`config.mk`:
```
export PLATFORM = sky130hd
export DESIGN_NAME = image_sys_sequencer
export DESIGN_NICKNAME = d
export VERILOG_FILES = /design/src/rtl/image_sys_sequencer.sv
export SDC_FILE = /design/constraint.sdc
export NUM_CORES = 1
export LEC_CHECK = 0
export CORE_UTILIZATION = 43
export DETAILED_ROUTE_END_ITERATION = 10
export PLACE_DENSITY = 0.93
export SLEW_MARGIN = 20
export SYNTH_ARGS = -nofsm -noshare
export SYNTH_HDL_FRONTEND = slang
export SYNTH_SLANG_ARGS = --single-unit
```
`constraint.sdc`:
```
create_clock -name clk -period 5.73 [get_ports clk]
set_clock_uncertainty 0.2 [all_clocks]
set_input_delay 1.146 -clock clk [delete_from_list [all_inputs] [get_ports clk]]
set_output_delay 1.146 -clock clk [all_outputs]
set_load 0.1 [all_outputs]
```
`src/rtl/image_sys_sequencer.sv`:
```
// Job sequencer and data-RAM owner for the image-processing core.
// Loads the image into RAM, releases the processor until End_of_process,
// then streams the result region out through a valid/ready port.
module image_sys_sequencer #(
  parameter int ADDR_W    = 16,
  parameter int DATA_W    = 16,
  parameter int LOAD_BASE = 0,
  parameter int IMG_SIZE  = 4096,
  parameter int OUT_BASE  = 4096,
  parameter int OUT_SIZE  = 4096
) (
  input  logic              clk,
  input  logic              rst_n,
  input  logic              start,
  input  logic              load_valid,
  input  logic [DATA_W-1:0] load_data,
  output logic              load_ready,
  output logic              proc_rst_n,
  input  logic              proc_ram_en,
  input  logic              proc_m_write,
  input  logic [ADDR_W-1:0] proc_addr,
  input  logic [DATA_W-1:0] proc_dout,
  input  logic              proc_end,
  output logic              ram_en,
  output logic              ram_we,
  output logic [ADDR_W-1:0] ram_addr,
  output logic [DATA_W-1:0] ram_din,
  input  logic [DATA_W-1:0] ram_dout,
  output logic              dump_valid,
  output logic [DATA_W-1:0] dump_data,
  input  logic              dump_ready,
  output logic              busy,
  output logic              done
);

  // DUMP is split into read issue, capture of the synchronous read data,
  // and a hold state that waits for the sink.
  typedef enum logic [2:0] {
    S_IDLE,
    S_LOAD,
    S_RUN,
    S_DUMP_RD,
    S_DUMP_CAP,
    S_DUMP_HOLD,
    S_DONE
  } state_t;

  localparam logic [ADDR_W-1:0] LOAD_BASE_A = ADDR_W'(LOAD_BASE);
  localparam logic [ADDR_W-1:0] OUT_BASE_A  = ADDR_W'(OUT_BASE);
  localparam logic [ADDR_W-1:0] IMG_LAST    = ADDR_W'(IMG_SIZE - 1);
  localparam logic [ADDR_W-1:0] OUT_LAST    = ADDR_W'(OUT_SIZE - 1);

  state_t            state, state_next;
  logic [ADDR_W-1:0] lcnt;
  logic [ADDR_W-1:0] dcnt;
  logic              load_fire;
  logic              dump_accept;

  assign load_fire   = (state == S_LOAD) && load_valid;
  assign dump_accept = (state == S_DUMP_HOLD) && dump_ready;
  assign busy        = (state != S_IDLE);
  assign done        = (state == S_DONE);

  // State register; processor release is registered off the next state so
  // it rises on the first RUN cycle and falls on the first cycle after RUN.
  always_ff @(posedge clk or negedge rst_n) begin
    if (!rst_n) begin
      state      <= S_IDLE;
      proc_rst_n <= 1'b0;
    end else begin
      // NOTE: non-blocking assignments keep every register updating from
      // pre-edge values, so ordering inside the block does not matter.
      state      <= state_next;
      proc_rst_n <= (state_next == S_RUN);
    end
  end

  // Next-state logic and RAM port mux; one owner of the RAM per state.
  always_comb begin
    // NOTE: every output gets a default first so no path leaves it
    // unassigned, which would otherwise infer a latch.
    state_next = state;
    load_ready = 1'b0;
    ram_en     = 1'b0;
    ram_we     = 1'b0;
    ram_addr   = '0;
    ram_din    = '0;
    unique case (state)
      S_IDLE: begin
        if (start) state_next = S_LOAD;
      end
      S_LOAD: begin
        load_ready = 1'b1;
        if (load_valid) begin
          ram_en   = 1'b1;
          ram_we   = 1'b1;
          ram_addr = LOAD_BASE_A + lcnt;
          ram_din  = load_data;
          if (lcnt == IMG_LAST) state_next = S_RUN;
        end
      end
      S_RUN: begin
        ram_en   = proc_ram_en;
        ram_we   = proc_m_write && proc_ram_en;
        ram_addr = proc_addr;
        ram_din  = proc_dout;
        if (proc_end) state_next = S_DUMP_RD;
      end
      S_DUMP_RD: begin
        ram_en     = 1'b1;
        ram_addr   = OUT_BASE_A + dcnt;
        state_next = S_DUMP_CAP;
      end
      S_DUMP_CAP: begin
        state_next = S_DUMP_HOLD;
      end
      S_DUMP_HOLD: begin
        if (dump_ready) state_next = (dcnt == OUT_LAST) ? S_DONE : S_DUMP_RD;
      end
      S_DONE: begin
        state_next = S_IDLE;
      end
      default: begin
        state_next = S_IDLE;
      end
    endcase
  end

  // Load word counter: advances per transfer, clears after the last one.
  always_ff @(posedge clk or negedge rst_n) begin
    if (!rst_n) begin
      lcnt <= '0;
    end else if (load_fire) begin
      lcnt <= (lcnt == IMG_LAST) ? '0 : lcnt + ADDR_W'(1);
    end
  end

  // Dump word counter: advances per accepted word, clears after the last one.
  always_ff @(posedge clk or negedge rst_n) begin
    if (!rst_n) begin
      dcnt <= '0;
    end else if (dump_accept) begin
      dcnt <= (dcnt == OUT_LAST) ? '0 : dcnt + ADDR_W'(1);
    end
  end

  // Output word register: captured once per RAM read, held until accepted.
  always_ff @(posedge clk or negedge rst_n) begin
    if (!rst_n) begin
      dump_valid <= 1'b0;
      dump_data  <= '0;
    end else if (state == S_DUMP_CAP) begin
      dump_valid <= 1'b1;
      dump_data  <= ram_dout;
    end else if (dump_accept) begin
      dump_valid <= 1'b0;
    end
  end

endmodule

```
* Yosys cells after proc, flatten, opt, wreduce, memory -nomap -nowiden
Cells that the tools add are included.
** Operators by class
- Add/subtract/negate cells :: 3
- Equality and inequality tests :: 9
- Muxes and demuxes :: 19
- Reductions and logical operators :: 6
** Operator list (number)
- $mux 16 :: 4
- $pmux 16 s3 :: 1
- $add 16x1->16 const B :: 2
- $eq 16x12->1 const B :: 2
- $pmux 16 s2 :: 1
- $mux 3 :: 6
- $pmux 3 s6 :: 1
- $add 13x16->16 const A :: 1
- $eq 3x2->1 const B :: 3
- $eq 3x3->1 const B :: 3
- $mux 1 :: 4
- $eq 3x1->1 const B :: 1
- $logic_and 1x1->1 :: 3
- $logic_not 3->1 :: 1
- $pmux 1 s3 :: 1
- $reduce_bool 3->1 :: 1
- $pmux 1 s2 :: 1
- $reduce_bool 2->1 :: 1
** Storage, ports and cells
- Bits in registers :: 53
- Output and inout bits :: 55
- Word-level logic and storage cells :: 43

* Logic depth before layout (Yosys ltp)
Gate-level depths: netlist of the first run.
- Depth after elaboration :: 5
- Mapped depth :: 8

* Worst setup path after synthesis of the first run
OpenSTA, ideal clock, no wires.
- Path kind :: reg-to-output
- From :: register state[0]
- To :: output port ram_addr[12]
- Data arrival time :: 4238 ps
- Path slack :: 146 ps
- Stages on the path, launching flop included :: 6
- Buffers on the path :: 1
- Path through :: dfrtp_1 buf_2 nor3b_1 nand2_1 nor2_1 a221o_1
** On the way
- Cells in the longest elaborated chain, start to end :: 2
- Elaborated cells between the ends (all ways) :: 4
- Classes of those cells :: 3 x eq/ne; 1 x mux
** Ends and longest elaborated chain
- start: declaration :: RTL line 53 : state_t state, state_next;
- start signal: assignment :: RTL line 73 : state <= state_next;
- $eq 3x2->1 or $eq 3x1->1 (tied branches) :: RTL line 88 : unique case (state)
- $pmux 16 s3 (*) :: RTL line 88
- end: declaration :: RTL line 26 : output logic [ADDR_W-1:0] ram_addr,
Every way passes the cells marked *; elsewhere a longest branch is shown, timed or not.

* Final worst setup path of the first run
- From :: input port load_valid
- To :: output port ram_addr[4]
** On the way
- Cells in the longest elaborated chain, start to end :: 2
** Ends and longest elaborated chain
- start: declaration :: RTL line 15 : input logic load_valid,
- $mux 16 :: RTL line 94 : if (load_valid) begin
- $pmux 16 s3 :: RTL line 88
No other way between the ends.

==> flow_metrics.tcl, run 1 <==
set metrics [dict create \
    status "finished with violations" \
    violations "design-rule violations" \
    worstMarginPinSlew_ns 1.01 \
    cp-start-kind "input pin" \
    cts_made_buffers 5 \
    worstPathRequired_ns 4.38 \
    hold-worst-slack_ns 0.282 \
    cpLargestDelayFamily "buffers and inverters" \
    syn_area_per_cell_um2 10.2 \
    clk_path_buf_depth 2 \
    setup_viol 0 \
    via_per_inst 5.83 \
    period_share_pct 77.7 \
    yosysMostFrequentCell "dfrtp_1" \
    synth-warning-count 0 \
    synth_top_area_cell "dfrtp_1" \
    final_hold_viol_count 0 \
    nets 483 \
    crit_chain "clkdlybuf4s50_1 -> and4bb_2 -> a222oi_1 -> inv_1 -> buf_4" \
    place.gp.congestion 0.894 \
    synth.cell_area_um2 2890 \
    areaGrowthSynthToFinish_pct 47.3 \
    synth.net_count 359 \
    synth_top_family_by_area "simple AND/OR/NAND/NOR gates" \
    synth-compound-area-share_pct 13.7 \
    r2r_cells 5 \
    synth_cell_types 40 \
    ios 127 \
    grt_usage_pct 25.8 \
    setup_tns_ns 0 \
    post_drt_wl_per_cell_um 18.3 \
    cp-end-kind "output port" \
    ir_worst_vdd_mv 0.583 \
    die_w_um 84 \
    core_area_um2 6420 \
    dpl_cell_area_um2 4140 \
    ys_top_cells_by_area "dfrtp_1 (46%), mux2_2 (7.0%), a22o_1 (5.1%)" \
    dr.pass1.iters 9 \
    final_cell_area_um2 4260 \
    hpwl_mm 6.55 \
    p_per_area_nw_per_um2 557 \
    crit_path_max_fanout 39 \
    drc 2 \
    cpMaxStageDelayCell "and4bb_2" \
    antenna_found_initial 0 \
    drive_above_1_share_pct 16.9 \
    antennaDiodeCount 0 \
    crit_type "in -> out" \
    synth_seq_cells 53 \
    cp.arrival_ns 3.11 \
    ys.flop_type "dfrtp_1" \
    slew_headroom_pct 32.1 \
    overflow 0 \
    cts.repair.resized 0 \
    register_area_um2 1330 \
    synth_edf_count 0 \
    cts.clk_slew.worst_paths_ns 0.09 \
    yosys-top-cells-count "dfrtp_1 (53), nand2_1 (30), nor2_1 (21)" \
    cts_sinks 53 \
    synth_xor_area_share_pct 7.27 \
    drt-total-wl_mm 8.89 \
    grt_pass1_wl_mm 14.4 \
    seq_area_frac_synth_pct 45.9 \
    synth-simple-area-share_pct 19.9 \
    hold_depth 1 \
    cts_setup_buffers 0 \
    cap_viol_max_count 0 \
    tritoncts "built" \
    rsz0062_at_grt "no" \
    fmax_mhz 225 \
    vias 2828 \
    final_max_slew_viol_count 0 \
    fill_cells 474 \
    cts_root_buffer "clkbuf_8" \
    cp.depth 5 \
    cpPeakStageDelay_ns 0.78 \
    synthAdderAreaFrac_pct 1.73 \
    power_mw 2.37 \
    portBuffers 126 \
    clock_latency_ns 0.31 \
    multi_input_area_um2 1450 \
    leakagePower_nw 1.97 \
    dieArea_um2 7060 \
    ctsHoldBuffers 0 \
    start_util_pct 45.0 \
    synthMuxAreaShare_pct 7.36 \
    async_flop_share_pct 100 \
    rows 29 \
    grt_pass1_vias 2813 \
    grt_start_max_net_pins 54 \
    netlist.area_leader.share_pct 45.9 \
    post-route-min-period_ns 4.45 \
    hp-class "reg -> reg" \
    crit_buf_inv 3 \
    drt_iter0_markers 289 \
    htreeDepth 2 \
    die_h_um 84 \
    synth_cells 283 \
    ant_nets 0 \
]
-- registers in the layout, summed over array words and instances, names as in the netlist --
register / cells
dump_data: 16
lcnt: 16
dump_valid: 1
state: 3
dcnt: 16
proc_rst_n: 1
-- routing by layer --
metal / vias to the layer above / part of all wire (%) / global-route usage [%]
met3: 18 / 4.8 / 3.26
met5: - / 0 / 0
met2: 108 / 52 / 43.8
li1: 1275 / - / -
met4: 0 / 2.4 / 9.25
met1: 1427 / 41 / 33.7
-- final cells by class --
class,instances,area share [%]
inverter,17,1.50
clock buffer,7,2.03
clock inverter,1,0.705
multi-input combinational,200,34.1
tap,77,2.26
timing repair buffer,130,28.3
sequential,53,31.1
-- path summary, 6_finish.rpt --
kind / end / start / slack, ns
hold reg to reg: dump_valid / dump_valid / 0.28
max in group asynchronous: lcnt[14] / rst_n / 4.13
hold / removal: dump_valid / dump_valid / 0.28
min in group asynchronous: dump_data[3] / rst_n / 0.75
setup reg to reg: lcnt[10] / state[0] / 2.99
setup / recovery: ram_addr[4] / load_valid / 1.28
-- kinds of logic after synthesis --
group | after synthesis
DFF | 53
buffers and inverters | 30
AOI/OAI and AO/OA | 49
xor gates and xnor gates | 24
adders and majority gates | 4
and+or+nand+nor | 104
muxes | 19
-- cell usage in the layout (no fill, tap or decap), drive strengths merged, types with 4 or more instances in the layout --
cell type / synthesis / layout
nand4: 8 / 8
nand2: 30 / 30
a222oi: 14 / 14
nor2b: 4 / 4
nor2: 21 / 21
xor2: 12 / 12
xnor2: 12 / 12
and3: 5 / 5
clkdlybuf4s50: 0 / 93
inv: 17 / 17
buf: 8 / 37
nand3: 13 / 13
ha: 4 / 4
mux2: 18 / 18
dfrtp: 53 / 53
clkbuf: 5 / 7
a22o: 17 / 17
o21ai: 9 / 9
nor3: 4 / 4
-- through the flow --
stage                     utilization (%)  instances  setup slack [ns]
after floorplan                         -        283             0.146
after global placement               64.5        477              1.38
after detailed placement             64.5        477              1.31
after CTS                            66.3        485              1.32
after global routing                 66.3        485              1.16
final                                66.3        485              1.28
-- worst register-to-register path, stage by stage, from the launching register on --
cell and delay, ns:
dfrtp_1 0.60, and4bb_2 0.84, nand4_1 0.33, nor2_1 0.30, and4_1 0.26, xor2_1 0.15
-- power by group --
group | leakage [nW] | internal, mW | switching (mW) | total (mW)
logic | 1.22 | 0.370 | 1.17 | 1.54
registers | 0.690 | 0.468 | 0.103 | 0.571
clock network | 0.0585 | 0.143 | 0.121 | 0.264
Power figures use the tool's default switching activity.
==> run 2, diff against run 1 <==
- CORE_UTILIZATION: 43 -> 38
- PLACE_DENSITY: 0.93 -> 0.87
- clock period: 5.73 -> 4 ns (I/O delays scaled with it)
==> run 2 against run 1 <==
- the flow now finishes without violations
- register-to-register slack worse by 1.5 ns
- hold slack gained 0.0052 ns
- via count decreased by 2.6%
- sequential power is 43% higher
- die area up 13%
- sequential share of layout area down 2.8 points
- cell area up 10%
- core utilization down 2.1 points
- non-clock buffer count up 1
- total power rose by 51%
- critical path depth unchanged
- clock power increased by 42%
- critical endpoint is now ram_din[5]
- largest cell class is now non-clock buffers
==> flow_metrics.tcl, run 2 (same netlist as run 1, synthesis figures left out) <==
set metrics [dict create \
    status "completed" \
    p_per_area_nw_per_um2 767 \
    dieArea_um2 7960 \
    overflow 0 \
    cts.clk_slew.worst_paths_ns 0.09 \
    cts.repair.resized 0 \
    worstMarginPinSlew_ns 0.996 \
    mostFrequentLayoutCells "clkdlybuf4s50_1 (89), dfrtp_1 (53), buf_12 (31)" \
    cp-end-kind "output port" \
    hpwl_mm 6.92 \
    crit_path_max_fanout 30 \
    reg.largest.list "dcnt x16, dump_data x16, lcnt x16" \
    dpl.cell_count 500 \
    swShare_pct 56.0 \
    cpPeakStageDelay_ns 0.66 \
    crit_type "in -> out" \
    place.gp.congestion 0.871 \
    cts_root_buffer "clkbuf_8" \
    grt_pass1_vias 2710 \
    drc 0 \
    grt_usage_pct 22.7 \
    crit_buf_inv 3 \
    drive_above_1_share_pct 18.3 \
    cpLargestDelayFamily "buffers and inverters" \
    rows 31 \
    wl_met2_mm 4.71 \
    hp-class "reg -> reg" \
    seqPwrFrac_pct 22.7 \
    cap_viol_max_count 0 \
    clock_latency_ns 0.31 \
    setup_tns_ns 0 \
    period_share_pct 91.6 \
    setup_viol 0 \
    tritoncts "built" \
    ctsHoldBuffers 0 \
    grt_start_max_net_pins 37 \
    leakagePower_nw 2.08 \
    core_area_um2 7290 \
    final_max_slew_viol_count 0 \
    final_hold_viol_count 0 \
    htreeDepth 2 \
    via_per_inst 5.42 \
    die_h_um 89.2 \
    cp.arrival_ns 2.66 \
    rsz0062_at_grt "no" \
    cts_sinks 53 \
    ant_nets 0 \
    p_clk_share_pct 10.5 \
    ir_worst_vdd_mv 0.526 \
    layout_commonest_cell "clkdlybuf4s50_1" \
    met1_length_mm 3.54 \
    fmax_mhz 273 \
    internal_power_mw 1.58 \
    slew_headroom_pct 33.4 \
    cpMaxStageDelayCell "and4bb_2" \
    nets 484 \
    antennaDiodeCount 0 \
    post_drt_wl_per_cell_um 17.7 \
    cts_made_buffers 5 \
    areaGrowthSynthToFinish_pct 62.0 \
    die_w_um 89.2 \
    fin_cells 508 \
    cp-start-kind "input pin" \
    maxUsedRoutingLayer "met4" \
    combPwrFrac_pct 66.9 \
    power_switching_mw 2.01 \
    portBuffers 126 \
    met3_length_um 507 \
    cts_setup_buffers 0 \
    vias 2754 \
    start_util_pct 39.7 \
    drt-total-wl_mm 9.00 \
    worstPathRequired_ns 3.00 \
    antenna_found_initial 0 \
    crit_chain "clkdlybuf4s50_1 -> and4bb_2 -> buf_4 -> a22o_1 -> buf_12" \
    ios 127 \
    clk_path_buf_depth 2 \
    dr.pass1.iters 6 \
    drt_iter0_markers 265 \
    grt_pass1_wl_mm 13.7 \
    post-route-min-period_ns 3.66 \
]
-- run 2: power by group through the flow --
stage / Sequential, mW / Clock [mW] / Combinational (mW)
after global placement: 0.812 / 0 / 2.37
after global routing: 0.835 / 0.402 / 2.47
after CTS: 0.812 / 0.383 / 2.41
after floorplan: 1.40 / 0 / 1.10
after detailed placement: 0.822 / 0 / 2.40
final: 0.814 / 0.376 / 2.40
-- run 2: area by class of cell --
class	instances	area [um^2]
clock buffer	7	86.3
clock inverter	1	30.0
fill	555	2610
inverter	17	63.8
multi-input combinational	200	1460
sequential	53	1330
tap	99	124
timing repair buffer	131	1590
-- run 2: through the flow --
| step | utilization, % | instance area [um^2] | setup WS [ns] | power [mW] | hold slack (ns) |
|---|---|---|---|---|---|
| floorplan | - | 2900 | 0.440 | 2.50 | 0.262 |
| global placement | 62.6 | 4570 | 0.428 | 3.18 | 0.261 |
| detailed placement | 62.6 | 4570 | 0.378 | 3.22 | 0.277 |
| CTS | 64.2 | 4680 | 0.362 | 3.60 | 0.298 |
| global route | 64.2 | 4680 | 0.265 | 3.70 | 0.322 |
| finish | 64.2 | 4680 | 0.335 | 3.59 | 0.287 |
-- run 2: path summary, 6_finish.rpt --
path	startpoint	endpoint	slack, ns	cells after the start
setup / recovery	load_valid	ram_din[5]	0.34	5
hold / removal	dump_valid	dump_valid	0.29	1
setup reg to reg	state[0]	lcnt[10]	1.46	5
hold reg to reg	dump_valid	dump_valid	0.29	1
max in group asynchronous	rst_n	dcnt[8]	2.47	2
min in group asynchronous	rst_n	lcnt[0]	0.39	1
-- run 2: layer usage --
layer,GRT usage (%),up-vias
met5,0,-
met4,8.23,0
met3,4.34,27
met2,36.9,106
met1,30.3,1344
li1,-,1277
